`src/rtl/key_deser.sv`:
```
// Serial key deserializer: frames of KEY_W bits (MSB first) assembled into a held key.
// Define KEY_PARITY_EN to require a trailing parity bit per frame before the key is presented.
module key_deser #(
  parameter int KEY_W   = 8,
  parameter int TIMEOUT = 16
) (
  input  logic             clk,
  input  logic             rstn,
  input  logic             sin_start,
  input  logic             sin_valid,
  input  logic             sin_data,
  input  logic             key_ack,
  output logic [KEY_W-1:0] key,
  output logic             key_valid,
  output logic             busy,
  output logic             frame_err
);

  localparam int CNT_W = $clog2(KEY_W + 1);
  localparam int GAP_W = $clog2(TIMEOUT + 1);

`ifdef KEY_PARITY_EN
  typedef enum logic [1:0] {IDLE = 2'd0, SHIFT = 2'd1, PAR = 2'd2, HOLD = 2'd3} state_e;
`else
  typedef enum logic [1:0] {IDLE = 2'd0, SHIFT = 2'd1, HOLD = 2'd3} state_e;
`endif

  state_e             state_q, state_d;
  logic [CNT_W-1:0]   bitCnt_q, bitCnt_d;
  logic [GAP_W-1:0]   gapCnt_q, gapCnt_d;
  logic [KEY_W-1:0]   shift_q, shift_d;
  logic [KEY_W-1:0]   key_q, key_d;
  logic               frameErr_q, frameErr_d;
  logic [KEY_W-1:0]   assembled;
  logic               timeoutHit;

  assign assembled  = {shift_q[KEY_W-2:0], sin_data};
  assign timeoutHit = !sin_valid && (gapCnt_q == GAP_W'(TIMEOUT - 1));

  always_ff @(posedge clk or negedge rstn) begin
    if (!rstn) begin
      state_q    <= IDLE;
      bitCnt_q   <= '0;
      gapCnt_q   <= '0;
      shift_q    <= '0;
      key_q      <= '0;
      frameErr_q <= 1'b0;
    end else begin
      state_q    <= state_d;
      bitCnt_q   <= bitCnt_d;
      gapCnt_q   <= gapCnt_d;
      shift_q    <= shift_d;
      key_q      <= key_d;
      frameErr_q <= frameErr_d;
    end
  end

  always_comb begin
    state_d    = state_q;
    bitCnt_d   = bitCnt_q;
    gapCnt_d   = gapCnt_q;
    shift_d    = shift_q;
    key_d      = key_q;
    frameErr_d = 1'b0;
    unique case (state_q)
      IDLE: begin
        if (sin_start) begin
          state_d  = SHIFT;
          bitCnt_d = '0;
          gapCnt_d = '0;
          shift_d  = '0;
        end
      end
      SHIFT: begin
        // A new start outranks any bit arriving in the same cycle
        if (sin_start) begin
          frameErr_d = 1'b1;
          bitCnt_d   = '0;
          gapCnt_d   = '0;
          shift_d    = '0;
        end else if (sin_valid) begin
          gapCnt_d = '0;
          shift_d  = assembled;
          if (bitCnt_q == CNT_W'(KEY_W - 1)) begin
`ifdef KEY_PARITY_EN
            state_d  = PAR;
            bitCnt_d = bitCnt_q + CNT_W'(1);
`else
            state_d  = HOLD;
            key_d    = assembled;
            bitCnt_d = '0;
`endif
          end else begin
            bitCnt_d = bitCnt_q + CNT_W'(1);
          end
        end else if (timeoutHit) begin
          state_d    = IDLE;
          frameErr_d = 1'b1;
          bitCnt_d   = '0;
          gapCnt_d   = '0;
        end else begin
          gapCnt_d = gapCnt_q + GAP_W'(1);
        end
      end
`ifdef KEY_PARITY_EN
      PAR: begin
        if (sin_start) begin
          state_d    = SHIFT;
          frameErr_d = 1'b1;
          bitCnt_d   = '0;
          gapCnt_d   = '0;
          shift_d    = '0;
        end else if (sin_valid) begin
          bitCnt_d = '0;
          gapCnt_d = '0;
          // Accepted parity bit equals the XNOR of the key bits
          if (sin_data == ~^shift_q) begin
            state_d = HOLD;
            key_d   = shift_q;
          end else begin
            state_d    = IDLE;
            frameErr_d = 1'b1;
          end
        end else if (timeoutHit) begin
          state_d    = IDLE;
          frameErr_d = 1'b1;
          bitCnt_d   = '0;
          gapCnt_d   = '0;
        end else begin
          gapCnt_d = gapCnt_q + GAP_W'(1);
        end
      end
`endif
      HOLD: begin
        if (key_ack) begin
          state_d = IDLE;
        end
      end
      default: begin
        state_d = IDLE;
      end
    endcase
  end

  assign key       = key_q;
  assign key_valid = (state_q == HOLD);
  assign busy      = (state_q != IDLE);
  assign frame_err = frameErr_q;

endmodule

```
`config.mk`:
```
export PLATFORM = sky130hd
export DESIGN_NAME = key_deser
export DESIGN_NICKNAME = d
export VERILOG_FILES = /design/src/rtl/key_deser.sv
export SDC_FILE = /design/constraint.sdc
export NUM_CORES = 1
export LEC_CHECK = 0
export CAP_MARGIN = 15
export CORE_AREA = 2 2 59 44
export DETAILED_ROUTE_END_ITERATION = 8
export DIE_AREA = 0 0 61 46
export PLACE_DENSITY = 0.85
export REMOVE_ABC_BUFFERS = 1
export SKIP_CTS_REPAIR_TIMING = 1
export SKIP_LAST_GASP = 1
export SYNTH_ARGS = -nofsm -noshare
export SYNTH_HDL_FRONTEND = slang
export SYNTH_SLANG_ARGS = --single-unit
```
`constraint.sdc`:
```
create_clock -name clk -period 3 [get_ports clk]
set_input_delay 0.6 -clock clk [delete_from_list [all_inputs] [get_ports clk]]
set_output_delay 0.6 -clock clk [all_outputs]
set_load 0.02 [all_outputs]
```
==> qor.txt <==
setup violators final: 0
share of cells above drive strength 1: 0.170
vias per cell: 5.24
clock-pin slew on the worst setup and hold paths: 0.15 ns
main area contributors after synthesis: dfrtp_1 (56%), mux2_4 (9.9%), a22o_1 (5.1%)
crit path DAT: 1.68 ns
fmax: 438 MHz
WS Path Type: reg2out
first-pass detailed-route iteration total: 4
final routed DRC violation total: 0
Final Hold Viols: 0
peak supply drop: 262 uV
Fin Setup TNS: 0 ns
crit end category: output pin
non-filler instance count after layout: 146
PortBufs: 16
initial antenna violation count: 0
Avg Inst Size Synth: 12.9 um^2
Max Slew Vio Count: 0
placed cell areas: 1400 um^2
Leakage Power: 0.634 nW
#FFs+latches synth: 27
CTS Sinks: 27
sequential area share after synthesis: 0.557
ys async rst share: 1.00
initial DRC count: 36
Post-synth EDFFs: 0
most frequent cells in the layout: dfrtp_1 (27), clkdlybuf4s50_1 (16), mux2_4 (8), a22o_1 (7), nand2_1 (6)
synth warn: 0
worst slew pin tran: 0.457 ns
final hold slack: 0.514 ns
Total Routing Usage GR: 0.170
number of library cell types mapped by synthesis: 31
post-route ant nets: 0
n_diodes: 0
Power Dens Cells: 398 nW/um^2
fin crit share: 0.761
Area Growth Syn to Fin: 18.1%
Core ar.: 2310 um^2
htree depth: 1
crit path time final: 2.28 ns
fin util: 0.621
Post-Place Cells: 142
post-route worst setup slack: 0.718 ns
fin nets: 121
Pwr Total: 0.571 mW
routability congestion estimate: 0.753
Max Cap Violations: 0
largest net degree at the start of global routing: 28
Routed WL: 2030 um
layout filler cell count: 180
unrepaired setup endpoints after global routing: no
CP startpoint kind: register
worst endpoint required time: 2.40 ns
Vias: 765
CTS root buf: clkbuf_4
R2R depth: 3
cell taking the most area after synthesis: dfrtp_1
Clock Latency Late Sink: 0.33 ns
clk buf depth: 2
Min-Delay Path Depth: 1
WL/cell: 13.9 um
number of global-route vias before repair: 714
first-pass GRT wire length: 3380 um
Syn Inst Count: 94
post-DP HPWL: 1550 um
commonest non-fill, non-tap cell in the layout: dfrtp_1
CTS tree: done
Die H: 46 um
Num CTS Buffers: 3
Overflow after GRT: 0
status: completed
design area: 1430 um^2
Die ar.: 2810 um^2
headroom to the max-slew limit: 0.695
clock skew: 0.0117 ns
Synth top area share: 0.557
Hold Crit Class: reg2reg
CP max FO: 9
IO Count: 17
Row Count: 15
Post-Place Setup Slack: 0.599 ns
Initial Utilization: 0.526
ys flop type: dfrtp_1
cell area after synthesis: 1210 um^2
die span in x: 61 um
[sequential cells by signal, summed over array words and instances, names as in the netlist]
name	cells
gapCnt_q	5
key	8
frame_err	1
shift_q	7
bitCnt_q	4
state_q	2
[metal layers]
metal / routed length [um] / global-route usage
met1: 955 / 0.235
met2: 990 / 0.277
met3: 73 / 0.0426
met4: 6 / 0.0261
met5: 0 / 0
[synth_stat cells, drive strengths merged (2+ instances only)]
master,n
a21oi,5
a22o,7
buf,2
dfrtp,27
ha,2
inv,5
mux2,8
nand2,6
nand3,5
o21ai,5
o21bai,2
or2,2
[where the power goes]
part	switching, mW	total (mW)	internal, mW
sequential	0.00484	0.375	0.370
clock	0.105	0.156	0.0511
combinational	0.0220	0.0400	0.0180
[worst paths after layout]
| kind | from | endpoint | slack, ns |
|---|---|---|---|
| max in group asynchronous | rstn | key[1] | 2.13 |
| min in group asynchronous | rstn | gapCnt_q[3] | 0.61 |
| max | state_q[1] | busy | 0.72 |
| min | gapCnt_q[4] | gapCnt_q[4] | 0.51 |
| max reg2reg | state_q[1] | key[0] | 1.21 |
| min reg2reg | gapCnt_q[4] | gapCnt_q[4] | 0.51 |
[logic make-up (layout without fill, tap and decap cells)]
group,after synthesis,in the layout,synth area share
simple gates,22,22,0.131
flops,27,27,0.557
mux,9,9,0.107
fa+ha+maj,2,2,0.0206
xor+xnor,1,1,0.00722
buf+inv,8,26,0.0320
compound gates,25,25,0.145
[worst max-delay path, stage by stage (launching register included)]
cell and delay [ns]:
dfrtp_1 0.51, or2_2 0.31, clkdlybuf4s50_1 0.53
[final cells by class]
type,instances,area (um^2),area share
flip-flops and latches,27,676,0.471
multi-input cells,59,499,0.348
repair buffers,17,168,0.117
well taps,34,42.5,0.0297
clock buffers,3,22.5,0.0157
inverters,5,18.8,0.0131
clock inverters,1,7.51,0.00524
(Power assumes the default switching activity.)
